File: src/rtl/rng_health_check.sv
// rng_health_check: online health tests for a pair of random sample streams.
// Runs a repetition count test (RCT) and an adaptive proportion test (APT)
// on rnd1, plus a cross-stream equality test (EQ) between rnd1 and rnd2.
// Each failure flag is sticky and drives the FSM into ALARM.
//
// Ports:
//   clk          single clock, rising edge
//   reset        asynchronous, active-high reset
//   rnd1, rnd2   sample pair, OUTPUT_WIDTH bits each
//   valid        rnd1/rnd2 carry a new sample pair this cycle
//   start        pulse: IDLE -> RUN
//   clear        pulse: any state -> IDLE, clears flags and windows_ok
//   running      high while in RUN
//   rct_fail     sticky repetition-count failure
//   apt_fail     sticky adaptive-proportion failure
//   eq_fail      sticky cross-stream equality failure
//   alarm        high while in ALARM
//   window_done  one-cycle pulse per window completed without failure
//   windows_ok   passed-window count, saturating at 16'hFFFF
module rng_health_check #(
  parameter int unsigned OUTPUT_WIDTH = 8,
  parameter int unsigned RCT_CUTOFF   = 4,
  parameter int unsigned WINDOW       = 64,
  parameter int unsigned APT_CUTOFF   = 16,
  parameter int unsigned EQ_CUTOFF    = 8
) (
  input  logic                    clk,
  input  logic                    reset,
  input  logic [OUTPUT_WIDTH-1:0] rnd1,
  input  logic [OUTPUT_WIDTH-1:0] rnd2,
  input  logic                    valid,
  input  logic                    start,
  input  logic                    clear,
  output logic                    running,
  output logic                    rct_fail,
  output logic                    apt_fail,
  output logic                    eq_fail,
  output logic                    alarm,
  output logic                    window_done,
  output logic [15:0]             windows_ok
);

  localparam int unsigned IW = $clog2(WINDOW);
  localparam int unsigned CW = $clog2(WINDOW) + 1;
  localparam int unsigned RW = 8;

  localparam logic [RW-1:0] RCT_LIM  = RW'(RCT_CUTOFF);
  localparam logic [CW-1:0] APT_LIM  = CW'(APT_CUTOFF);
  localparam logic [CW-1:0] EQ_LIM   = CW'(EQ_CUTOFF);
  localparam logic [IW-1:0] IDX_LAST = IW'(WINDOW - 1);

  typedef enum logic [1:0] {
    S_IDLE  = 2'd0,
    S_RUN   = 2'd1,
    S_ALARM = 2'd2
  } state_t;

  state_t state_q, state_d;

  // Datapath state
  logic [OUTPUT_WIDTH-1:0] prev;
  logic [OUTPUT_WIDTH-1:0] ref_val;
  logic [RW-1:0]           rct_cnt;
  logic [CW-1:0]           apt_cnt;
  logic [CW-1:0]           eq_cnt;
  logic [IW-1:0]           idx;
  logic                    first_sample;

  // Combinational next values and control
  logic                    accept;
  logic                    enter_run;
  logic                    win_first;
  logic                    win_last;
  logic [RW-1:0]           rct_nxt;
  logic [CW-1:0]           apt_nxt;
  logic [CW-1:0]           eq_base;
  logic [CW-1:0]           eq_nxt;
  logic                    rct_hit;
  logic                    apt_hit;
  logic                    eq_hit;
  logic                    any_hit;

  // Next counter values for the sample on the inputs; counters saturate at
  // their cutoff so they can never wrap past the trip point.
  always_comb begin
    win_first = (idx == '0);
    win_last  = (idx == IDX_LAST);

    rct_nxt = RW'(1);
    if (!first_sample && (rnd1 == prev)) begin
      rct_nxt = (rct_cnt == RCT_LIM) ? rct_cnt : rct_cnt + RW'(1);
    end

    apt_nxt = CW'(1);
    if (!win_first) begin
      apt_nxt = ((rnd1 == ref_val) && (apt_cnt != APT_LIM)) ? apt_cnt + CW'(1) : apt_cnt;
    end

    eq_base = win_first ? '0 : eq_cnt;
    eq_nxt  = ((rnd1 == rnd2) && (eq_base != EQ_LIM)) ? eq_base + CW'(1) : eq_base;

    rct_hit = (rct_nxt == RCT_LIM);
    apt_hit = (apt_nxt == APT_LIM);
    eq_hit  = (eq_nxt == EQ_LIM);
    any_hit = rct_hit || apt_hit || eq_hit;
  end

  // State register
  always_ff @(posedge clk or posedge reset) begin
    if (reset) begin
      state_q <= S_IDLE;
    end else begin
      state_q <= state_d;
    end
  end

  // Next-state logic; clear takes priority over start and valid
  always_comb begin
    state_d   = state_q;
    enter_run = 1'b0;
    accept    = 1'b0;
    if (clear) begin
      state_d = S_IDLE;
    end else begin
      case (state_q)
        S_IDLE: begin
          if (start) begin
            state_d   = S_RUN;
            enter_run = 1'b1;
          end
        end
        S_RUN: begin
          if (valid) begin
            accept = 1'b1;
            if (any_hit) begin
              state_d = S_ALARM;
            end
          end
        end
        S_ALARM: begin
          state_d = S_ALARM;
        end
        default: begin
          state_d = S_IDLE;
        end
      endcase
    end
  end

  // Counters, reference registers and registered outputs
  always_ff @(posedge clk or posedge reset) begin
    if (reset) begin
      prev         <= '0;
      ref_val      <= '0;
      rct_cnt      <= '0;
      apt_cnt      <= '0;
      eq_cnt       <= '0;
      idx          <= '0;
      first_sample <= 1'b0;
      running      <= 1'b0;
      alarm        <= 1'b0;
      rct_fail     <= 1'b0;
      apt_fail     <= 1'b0;
      eq_fail      <= 1'b0;
      window_done  <= 1'b0;
      windows_ok   <= '0;
    end else begin
      running     <= (state_d == S_RUN);
      alarm       <= (state_d == S_ALARM);
      window_done <= 1'b0;
      if (clear) begin
        prev         <= '0;
        ref_val      <= '0;
        rct_cnt      <= '0;
        apt_cnt      <= '0;
        eq_cnt       <= '0;
        idx          <= '0;
        first_sample <= 1'b0;
        rct_fail     <= 1'b0;
        apt_fail     <= 1'b0;
        eq_fail      <= 1'b0;
        windows_ok   <= '0;
      end else if (enter_run) begin
        // windows_ok deliberately survives a restart
        rct_cnt      <= '0;
        apt_cnt      <= '0;
        eq_cnt       <= '0;
        idx          <= '0;
        first_sample <= 1'b1;
        rct_fail     <= 1'b0;
        apt_fail     <= 1'b0;
        eq_fail      <= 1'b0;
      end else if (accept) begin
        prev         <= rnd1;
        first_sample <= 1'b0;
        rct_cnt      <= rct_nxt;
        apt_cnt      <= apt_nxt;
        eq_cnt       <= eq_nxt;
        if (win_first) begin
          ref_val <= rnd1;
        end
        idx <= win_last ? '0 : idx + IW'(1);
        if (rct_hit) rct_fail <= 1'b1;
        if (apt_hit) apt_fail <= 1'b1;
        if (eq_hit)  eq_fail  <= 1'b1;
        if (win_last && !any_hit) begin
          window_done <= 1'b1;
          if (windows_ok != 16'hFFFF) begin
            windows_ok <= windows_ok + 16'd1;
          end
        end
      end
    end
  end

endmodule

File: config.mk
export PLATFORM = sky130hd
export DESIGN_NAME = rng_health_check
export DESIGN_NICKNAME = d
export VERILOG_FILES = /design/src/rtl/rng_health_check.sv
export SDC_FILE = /design/constraint.sdc
export NUM_CORES = 1
export LEC_CHECK = 0
export CORE_UTILIZATION = 31
export DETAILED_ROUTE_END_ITERATION = 8
export MAX_ROUTING_LAYER = met4
export PLACE_DENSITY = 0.46
export SLEW_MARGIN = 25
export SYNTH_ARGS = -nofsm -noshare
export SYNTH_HDL_FRONTEND = slang
export SYNTH_SLANG_ARGS = --single-unit
File: constraint.sdc
create_clock -name clk -period 4.4 [get_ports clk]
set_clock_uncertainty 0.2 [all_clocks]
set_input_delay 0.66 -clock clk [delete_from_list [all_inputs] [get_ports clk]]
set_output_delay 0.66 -clock clk [all_outputs]
set_load 0.01 [all_outputs]
==> results of run 1 <==
synth_stat cells (all sizes together), types with 11 or more instances:
master	number	area share, %
or4	12	2.1
nand2	46	4.0
dfrtp	69	40
xor2	31	6.3
nor4	11	2.6
a21oi	40	4.6
o21ai	39	4.5
nor3	16	1.9
nand3	20	2.3
and3	13	1.9
nor2	44	3.8
inv	15	1.3
nand2b	15	2.3
clkbuf	28	2.4
power groups by stage:
stage	registers [uW]	logic, uW	clock network, uW
floorplan	666	80.2	0
global placement	668	145	0
detailed placement	668	146	0
CTS	657	146	811
global route	658	160	838
finish	657	142	787
per-layer routing:
metal,share of wire [%],global-route usage [%],vias to the layer above
met5,0,-,-
met1,49,22.8,1839
met2,46,25.7,63
met4,0.68,3.98,0
met3,3.9,4.09,6
li1,-,-,1878
cell usage in the layout, fill, tap and decap left out, types with 3 or more instances in the layout:
cell type	count
a21oi_1	40
a22oi_1	4
a41oi_1	3
and2_1	5
and3_1	13
buf_4	24
clkbuf_16	9
clkdlybuf4s50_1	42
dfrtp_1	69
ha_1	9
inv_1	14
mux2_2	6
nand2_1	46
nand2b_1	14
nand3_1	20
nand3b_1	10
nand4_1	7
nor2_1	43
nor2b_1	8
nor3_1	16
nor4_1	7
nor4_4	3
o21ai_0	38
o31ai_1	8
or2_2	3
or3_1	8
or4_1	11
xnor2_1	3
xor2_1	31
through the flow:
| stage | power (uW) | cell area, sq um | setup WS, ps |
|---|---|---|---|
| finish | 1590 | 5320 | 321 |
| global route | 1660 | 5320 | 33.7 |
| CTS | 1610 | 5310 | 207 |
| detailed placement | 814 | 5000 | 213 |
| global placement | 813 | 5000 | 293 |
| floorplan | 746 | 4310 | 455 |
flip-flops by register name, summed over array words and instances (netlist names), 2 cells and up:
name,flops
state_q,2
rct_cnt,8
ref_val,8
apt_cnt,7
windows_ok,16
idx,6
prev,8
eq_cnt,7
final cells by class:
| class | count | area [sq um] |
|---|---|---|
| fill | 1385 | 8080 |
| clock inverter | 6 | 87.6 |
| inverter | 15 | 56.3 |
| tap | 176 | 220 |
| sequential | 69 | 1730 |
| timing repair buffer | 66 | 601 |
| clock buffer | 10 | 229 |
| multi-input combinational | 387 | 2400 |
tightest hold or removal path: cells and delay by family, from the launching register on:
kind,cells,cell delay (ps)
flops,1,340
simple gates,2,120
cell families (layout without fill, tap and decap cells):
group	Yosys count	in the layout	synth area share (%)
AO/OA/AOI/OAI	112	112	15.3
buffers and inverters	48	97	4.73
adder cells (fa/ha/maj)	9	9	2.61
AND/OR/NAND/NOR	224	224	28.4
XOR/XNOR	34	34	6.90
flip-flops	69	69	40.0
multiplexers	8	8	2.03
worst min path at each step:
stage,from,endpoint,slack [ps],depth (start not counted)
after floorplan,state_q[1],running,260,1
after global placement,state_q[1],state_q[0],280,1
after detailed placement,state_q[1],state_q[0],290,1
after CTS,state_q[1],state_q[0],290,1
after global routing,state_q[1],running,300,1
final,apt_fail,apt_fail,290,2
repair_timing:
item / 4_1_cts / 5_1_grt
hold endpoints to repair: 0 / 0
setup endpoints to repair: 0 / 12
hold buffers: 0 / 0
resized for setup: 0 / 2
==> summary.txt, run 1 <==
CTS
  • TritonCTS clock tree: done
  • Sink Count: between 60 and 70
  • CTS buffer count: 9
  • Clk_lat worst skew: around 340 ps
  • Max clock buf depth: 2
  • Post-CTS setup repair buffer count: 0
  • Root buffer cell: clkbuf_16
  • H-tree Lvls: 3
  • Clock slew at reported path FFs: around 60 ps

Route
  • Drt first pass iters: 4
  • Vias: 3786
  • Residual DRC: 0
  • Initial DRC Count: 230
  • DR vias/cell: roughly 5.2
  • Post-DR wirelength/cell: around 15 um
  • Routed Antenna Nets: 0
  • Total wire length: between 10 and 15 mm

Yosys
  • Seq cells post-synth: slightly below 70
  • Synthesized area: roughly 4300 sq um
  • Post-synth EDFFs: 0
  • Syn. warnings: 0
  • Netlist cell types: 51
  • Main synth FF type: dfrtp_1
  • Seq/Total Area, Yosys: about two fifths
  • Avg Synthesized Cell Area: 8.56 sq um
  • Syn_nets: 534
  • Asr flop ratio synth: 100%
  • Cells after synthesis: 504

Pwr
  • Peak supply drop: around 0.00014 V
  • Clk network pwr share: between 40% and 50%
  • Total internal power: around 1200 uW
  • Combinational Power Share: 9.0%
  • Net Sw Frac: around a quarter
  • P_sw: 386 uW
  • Sequential power share: 41.4%
  • Pwr dens: about 300 nW/um^2
  • P_leak: 0.00221 uW

STA
  • Slew HR: between 30% and 40%
  • Worst-margin pin slew: ~980 ps
  • Setup TNS: 0 ps
  • Min Clock Period, post-route: between 4000 and 5000 ps
  • Final-report max-slew violation count: 0
  • Fin crit share: around 93%
  • Setup repair after global routing missed its margin: false
  • Setup violations, final: 0
  • Hold_ws: between 200 and 300 ps
  • Fmax: about 250 MHz
  • Final Hold Viols: 0

Worst setup path
  • Worst r2r path cells: 14
  • Worst Setup End Kind: flop
  • Worst r2r src: idx[0]
  • Setup Crit Path Kind: reg -> reg
  • Flop-to-flop setup slack: 320 ps
  • Setup crit end: windows_ok[7]
  • Crit path max-delay family: simple AND/OR/NAND/NOR gates
  • Critical path buffer and inverter count: 2
  • Cell-by-cell trace of the critical path: inv_1 -> ha_1 -> nand2b_1 -> or4_4 -> and2_1 -> inv_1 -> ha_1 -> or4b_1 -> o311a_1 -> mux2i_1 -> and4_1 -> nand2b_4 -> or4_1 -> a21oi_1
  • Slowest stage cell, crit path: or4_1
  • CP startpoint: idx[0]
  • Critical path's largest stage delay: around 510 ps
  • Critical R2R Capture: windows_ok[7]
  • Worst Path Max Fanout: 22
  • CP required: ~4500 ps
  • Startpoint Class: flop
  • Critical Path AT: approximately 4200 ps
  • Critical path depth: 14

GRT
  • Largest net degree at the start of global routing: 32
  • Grt ovf: 0
  • Antenna violations before repair: 0
  • First-pass GRT wire length: between 15 and 20 mm
  • Total track usage: 17.0%
  • Vias in the first global route: around 3.5k

Die
  • Die area: between 10000 and 15000 sq um
  • Die Y: 120 um
  • Num ports: 43
  • DIE WIDTH: 120 um
  • Core ar.: ~13000 sq um
  • Cell Rows: 42
  • Initial Utilization: 32.2%

Layout
  • Final core occ: 39.7%
  • Final nets: a little under 600
  • Non-filler cells, final: roughly 730
  • Area delta synth->final: 23.4%
  • Share of cells above drive strength 1: between 10% and 20%
  • Inserted Diodes: 0

Place
  • Final GP Congestion: slightly below 0.8
  • Buffers on Ports: between 40 and 50
  • Post-DP HPWL: 7.53 mm
  • Dpl cells: 713

Hold path
  • Hold WC Path Type: reg -> reg

Run status
  • Outcome: finished, final reports clean

Run
  • Max Cap Viol: 0
(Power assumes the default switching activity.)
==> run 2, diff against run 1 <==
--- a/config.mk
+++ b/config.mk
@@ -5,6 +5,7 @@
 export SDC_FILE = /design/constraint.sdc
 export NUM_CORES = 1
 export LEC_CHECK = 0
+export CAP_MARGIN = 40
 export CORE_UTILIZATION = 31
 export DETAILED_ROUTE_END_ITERATION = 8
 export MAX_ROUTING_LAYER = met4
==> summary.txt, run 2 (same netlist as run 1, synthesis figures left out) <==
Run status
  • Outcome: finished, final reports clean

CTS
  • H-tree Lvls: 3 (unchanged)
  • TritonCTS clock tree: done
  • Clk_lat worst skew: 340 ps (about the same)
  • Clock slew at reported path FFs: 60 ps (about the same)
  • Root buffer cell: clkbuf_16
  • Sink Count: 69 (unchanged)
  • CTS Hold Bufs: 0 (unchanged)
  • Post-CTS setup repair buffer count: 0 (unchanged)
  • Max clock buf depth: 2 (unchanged)
  • CTS buffer count: 9 (unchanged)

Run
  • Max Cap Viol: 0 (unchanged)

STA
  • Fmax: 244 MHz (-0.43%)
  • Min Clock Period, post-route: 4100 ps (+17.6 ps)
  • Final-report max-slew violation count: 0 (unchanged)
  • Setup repair after global routing missed its margin: false
  • Setup TNS: 0 ps (unchanged)
  • Worst-margin pin slew: 627 ps (-350 ps)
  • Final critical-path setup slack: 303 ps (-17.6 ps)
  • Fin crit share: 93.1% (+0.40 points)
  • Final Hold Viols: 0 (unchanged)
  • Setup violations, final: 0 (unchanged)
  • Slew HR: 58.1% (+23 points)

Worst setup path
  • Worst Path Max Fanout: 22 (unchanged)
  • Cell-by-cell trace of the critical path: inv_1 -> ha_1 -> nand2b_1 -> or4_4 -> and2_1 -> inv_1 -> ha_1 -> or4b_1 -> o311a_1 -> mux2i_1 -> and4_1 -> nand2b_4 -> or4_1 -> a21oi_1
  • Startpoint Class: flop
  • Critical path's largest stage delay: 510 ps (about the same)
  • Setup Crit Path Kind: reg -> reg
  • CP required: 4460 ps (about the same)
  • Slowest stage cell, crit path: or4_1
  • Critical Path AT: 4160 ps (about the same)
  • Worst Setup End Kind: flop

Die
  • Num ports: 43 (unchanged)
  • Die Y: 120 um (unchanged)
  • Cell Rows: 42 (unchanged)
  • Core ar.: 13400 sq um (unchanged)
  • DIE WIDTH: 120 um (unchanged)
  • Die area: 14400 sq um (unchanged)
  • Initial Utilization: 32.2% (unchanged)

Layout
  • Area delta synth->final: 24.0%
  • Inserted Diodes: 0 (unchanged)
  • Max FFs per register: 16 (unchanged)
  • Share of cells above drive strength 1: 11.4% (+0.32 points)
  • Commonest cells after routing, fill and taps aside: 69 x dfrtp_1, 46 x nand2_1, 43 x nor2_1, 42 x clkdlybuf4s50_1, 40 x a21oi_1
  • Final nets: 580 (+0.35%)
  • Most common cell after layout, fill and taps aside: dfrtp_1
  • Register bank with the most flops: windows_ok

Hold path
  • Hold WC Path Type: reg -> reg

GRT
  • First-pass GRT wire length: 19.0 mm (+1.7%)
  • Grt ovf: 0 (unchanged)
  • Vias in the first global route: 3651 (+3.0%)
  • Largest net degree at the start of global routing: 32 (unchanged)
  • Antenna violations before repair: 0 (unchanged)
  • Total track usage: 17.2% (+0.19 points)

Route
  • Routed Antenna Nets: 0 (unchanged)
  • Drt first pass iters: 4 (unchanged)
  • Initial DRC Count: 221 (-3.9%)
  • Vias: 3776 (-0.26%)
  • Post-DR wirelength/cell: 15.3 um (+0.24%)
  • DR vias/cell: 5.17 (-0.54%)
  • Residual DRC: 0 (unchanged)
  • Total wire length: 11.2 mm (+0.51%)

Place
  • Post-DP HPWL: 7.65 mm (+1.6%)
  • DP Worst Slack: 213 ps (+0.0830 ps)
  • Final GP Congestion: 0.786 (unchanged)
  • Buffers on Ports: 42 (unchanged)

Pwr
  • Peak supply drop: 0.000140 V (+0.15%)
  • P_leak: 0.00221 uW (+0.27%)
  • Pwr dens: 299 nW/um^2 (+0.42%)
[run 2: layout make-up]
class                           count  area (sq um)
Clock buffer                       11           243
Clock inverter                      5          83.8
Fill cell                        1384          8050
Inverter                           15          56.3
Multi-Input combinational cell    387          2400
Sequential cell                    69          1730
Tap cell                          176           220
Timing Repair Buffer               68           617
[run 2: metrics by stage]
stage	std cells	total power, uW	util (%)	hold slack [ps]	instance area (sq um)
2_1_floorplan	504	746	-	257	4310
3_3_place_gp	713	813	37.3	277	5000
3_5_place_dp	715	814	37.4	291	5010
4_1_cts	731	1630	39.8	304	5340
5_1_grt	731	1670	39.9	327	5350
6_report	731	1600	39.9	298	5350
[run 2: critical path, delay by kind of cell (launching register included)]
| kind | cells | cell delay (ps) |
|---|---|---|
| fa+ha+maj | 2 | 270 |
| simple gates | 7 | 2300 |
| flops | 1 | 410 |
| mux | 1 | 150 |
| buf+inv | 2 | 120 |
| compound gates | 2 | 570 |
[run 2: routing by layer]
layer | wire length, um | global-route usage (%)
met2 | 5130 | 25.4
met1 | 5530 | 23.6
met3 | 424 | 4.04
met5 | 0 | -
met4 | 91 | 4.06
[run 2: worst paths after layout]
check	startpoint	end	slack (ps)	depth (start not counted)
max	idx[0]	windows_ok[9]	300	14
min	ref_val[4]	ref_val[4]	300	2
max in group asynchronous	reset	ref_val[6]	2660	3
min reg2reg	ref_val[4]	ref_val[4]	300	2
min in group asynchronous	reset	window_done	530	2
max reg2reg	idx[0]	windows_ok[9]	300	14
[run 2: power breakdown]
part           internal, uW  total (uW)  switching, uW
logic                  56.9         144           86.8
registers               647         657           10.1
clock network           513         800            287
[run 2: what timing repair did]
action | CTS | global route
hold endpoints to repair | 0 | 0
gates resized for setup | 0 | 2
endpoints found under the setup margin | 0 | 12
==> run 3, diff against run 2 <==
==> constraint.sdc (replaced) <==
create_clock -name clk -period 4.3 [get_ports clk]
set_clock_uncertainty 0.2 [all_clocks]
set_input_delay 0.645 -clock clk [delete_from_list [all_inputs] [get_ports clk]]
set_output_delay 0.645 -clock clk [all_outputs]
set_load 0.01 [all_outputs]
==> summary.txt, run 3 (same netlist as run 1, synthesis figures left out) <==
Pwr
  • Clk network pwr share: 50.2% (+0.2 points)
  • Peak supply drop: 0.000171 V (+22%)
  • Total internal power: 1250 uW (+3.1%)
  • Overall power: 1630 uW (+2.1%)
  • Sequential power share: 41.1% (about the same)
  • Pwr dens: 309 nW/um^2 (+3.4%)
  • P_sw: 380 uW (-0.99%)
  • P_leak: 0.00218 uW (-1.6%)
  • Net Sw Frac: 23.3% (-0.74 points)
  • Combinational Power Share: 8.7% (-0.3 points)

Worst setup path
  • Worst Path Max Fanout: 22 (unchanged)
  • Critical Path AT: 4040 ps (-120 ps)
  • Flop-to-flop setup slack: 330 ps (+20 ps)
  • Worst Setup End Kind: flop
  • Startpoint Class: flop
  • Critical path's largest stage delay: 510 ps (about the same)
  • Critical path buffer and inverter count: 2 (unchanged)
  • Worst r2r src: idx[0]
  • Crit path max-delay family: simple AND/OR/NAND/NOR gates
  • Slowest stage cell, crit path: or4_1
  • Critical R2R Capture: windows_ok[13]
  • Setup Crit Path Kind: reg -> reg
  • Worst r2r path cells: 14 (unchanged)
  • Cell-by-cell trace of the critical path: inv_1 -> ha_1 -> nand2b_1 -> or4_4 -> and2_1 -> inv_1 -> ha_1 -> or4b_1 -> o311a_1 -> mux2i_1 -> and4_1 -> nand2b_4 -> or4_1 -> a21oi_1
  • CP required: 4360 ps (-100 ps)

Hold path
  • Min-Delay Path Depth: 2 (unchanged)
  • Worst hold start: rct_fail
  • Hold Path Sink: rct_fail
  • Hold WC Path Type: reg -> reg

CTS
  • Clock slew at reported path FFs: 50 ps (about the same)
  • Max clock buf depth: 2 (unchanged)
  • TritonCTS clock tree: done
  • CTS buffer count: 9 (unchanged)
  • Clk_lat worst skew: 340 ps (about the same)
  • H-tree Lvls: 3 (unchanged)
  • Post-CTS setup repair buffer count: 0 (unchanged)
  • Sink Count: 69 (unchanged)
  • Root buffer cell: clkbuf_16

Place
  • Final GP Congestion: 0.835 (+6.3%)
  • Post-DP HPWL: 7.30 mm (-4.6%)
  • Buffers on Ports: 42 (unchanged)

Die
  • Die Y: 120 um (unchanged)
  • Core ar.: 13400 sq um (unchanged)
  • Die area: 14400 sq um (unchanged)
  • Num ports: 43 (unchanged)
  • DIE WIDTH: 120 um (unchanged)
  • Initial Utilization: 32.2% (unchanged)
  • Cell Rows: 42 (unchanged)

STA
  • Min Clock Period, post-route: 3970 ps (-125 ps)
  • Setup repair after global routing missed its margin: false
  • Final Hold Viols: 0 (unchanged)
  • Hold_ws: 297 ps (-0.544 ps)
  • Fmax: 252 MHz (+3.1%)
  • Final-report max-slew violation count: 0 (unchanged)
  • Setup TNS: 0 ps (unchanged)
  • Worst-margin pin slew: 738 ps (+111 ps)
  • Slew HR: 50.4% (-7.8 points)
  • Setup violations, final: 0 (unchanged)
  • Fin crit share: 92.4% (-0.73 points)

Layout
  • Max FFs per register: 16 (unchanged)
  • Final nets: 569 (-1.9%)
  • Commonest cells after routing, fill and taps aside: 69 x dfrtp_1, 46 x nand2_1, 43 x nor2_1, 42 x clkdlybuf4s50_1, 40 x a21oi_1
  • Inserted Diodes: 0 (unchanged)
  • Share of cells above drive strength 1: 9.38% (-2.0 points)
  • Register bank with the most flops: windows_ok
  • Area delta synth->final: 22.5%
  • Most common cell after layout, fill and taps aside: dfrtp_1

Route
  • Initial DRC Count: 173 (-22%)
  • Vias: 3794 (+0.48%)
  • Post-DR wirelength/cell: 15.2 um (-0.48%)
  • Drt first pass iters: 5 (+1)
  • Residual DRC: 0 (unchanged)
  • Total wire length: 11.0 mm (-2.0%)
  • DR vias/cell: 5.27 (+2.0%)
  • Routed Antenna Nets: 0 (unchanged)

GRT
  • Antenna violations before repair: 0 (unchanged)
  • First-pass GRT wire length: 18.7 mm (-1.6%)
  • Grt ovf: 0 (unchanged)
  • Largest net degree at the start of global routing: 39 (+22%)
  • Vias in the first global route: 3699 (+1.3%)
  • Total track usage: 17.0% (-0.21 points)

Run
  • Max Cap Viol: 0 (unchanged)

Run status
  • Outcome: finished, final reports clean
run 3: cell count changes in the layout (fill, tap and decap cells not counted), sizes merged:
cell      change
clkinv        +1
clkinvlp      -2
buf          -11
clkbuf        +1
run 3: per-stage QoR:
stage                     cells  util, %  worst slack [ps]  cell area (sq um)
after detailed placement    704     37.0               199               4950
after floorplan             504        -               355               4310
final                       720     39.4               328               5280
after global placement      702     36.8               273               4930
after CTS                   720     39.4               186               5280
after global routing        720     39.4              78.6               5280
run 3: what timing repair did:
| action | in CTS | in global routing |
|---|---|---|
| endpoints found under the setup margin | 0 | 8 |
| resized for setup | 0 | 1 |
| hold buffers | 0 | 0 |
| endpoints found under the hold margin | 0 | 0 |
run 3: power groups by stage:
stage                     registers, uW  logic [uW]  clock network, uW
after global routing                674         160                871
after CTS                           672         146                845
after detailed placement            683         145                  0
after global placement              683         142                  0
after floorplan                     682        82.1                  0
final                               672         143                820
run 3: layout make-up:
| cell class | instances | area [sq um] |
|---|---|---|
| inverters | 15 | 56.3 |
| clock inverters | 4 | 70.1 |
| repair buffers | 57 | 558 |
| fillers | 1362 | 8120 |
| multi-input cells | 387 | 2400 |
| well taps | 176 | 220 |
| flip-flops and latches | 69 | 1730 |
| clock buffers | 12 | 256 |
run 3: worst max-delay path by stage:
stage            from  depth (start not counted)             end
3_3_place_gp   idx[0]                         14  windows_ok[13]
3_5_place_dp   idx[0]                         14   windows_ok[5]
2_1_floorplan  idx[0]                         18   windows_ok[3]
6_report       idx[0]                         14  windows_ok[13]
4_1_cts        idx[0]                         14  windows_ok[13]
5_1_grt        idx[1]                         14   windows_ok[7]
run 3: metal layers:
| metal | up-vias | wire length, um | track usage (%) |
|---|---|---|---|
| met5 | - | 0 | - |
| met4 | 0 | 168 | 6.64 |
| met3 | 15 | 319 | 2.57 |
| met2 | 76 | 5100 | 26.8 |
| met1 | 1839 | 5360 | 21.8 |
| li1 | 1864 | - | - |
run 3: worst register-to-register path, delay by kind of cell (launching register included):
family                   cells  cell delay [ps]
AO/OA/AOI/OAI                2              550
adder cells (fa/ha/maj)      2              260
buffers and inverters        2              120
flip-flops                   1              410
multiplexers                 1              150
AND/OR/NAND/NOR              7             2200
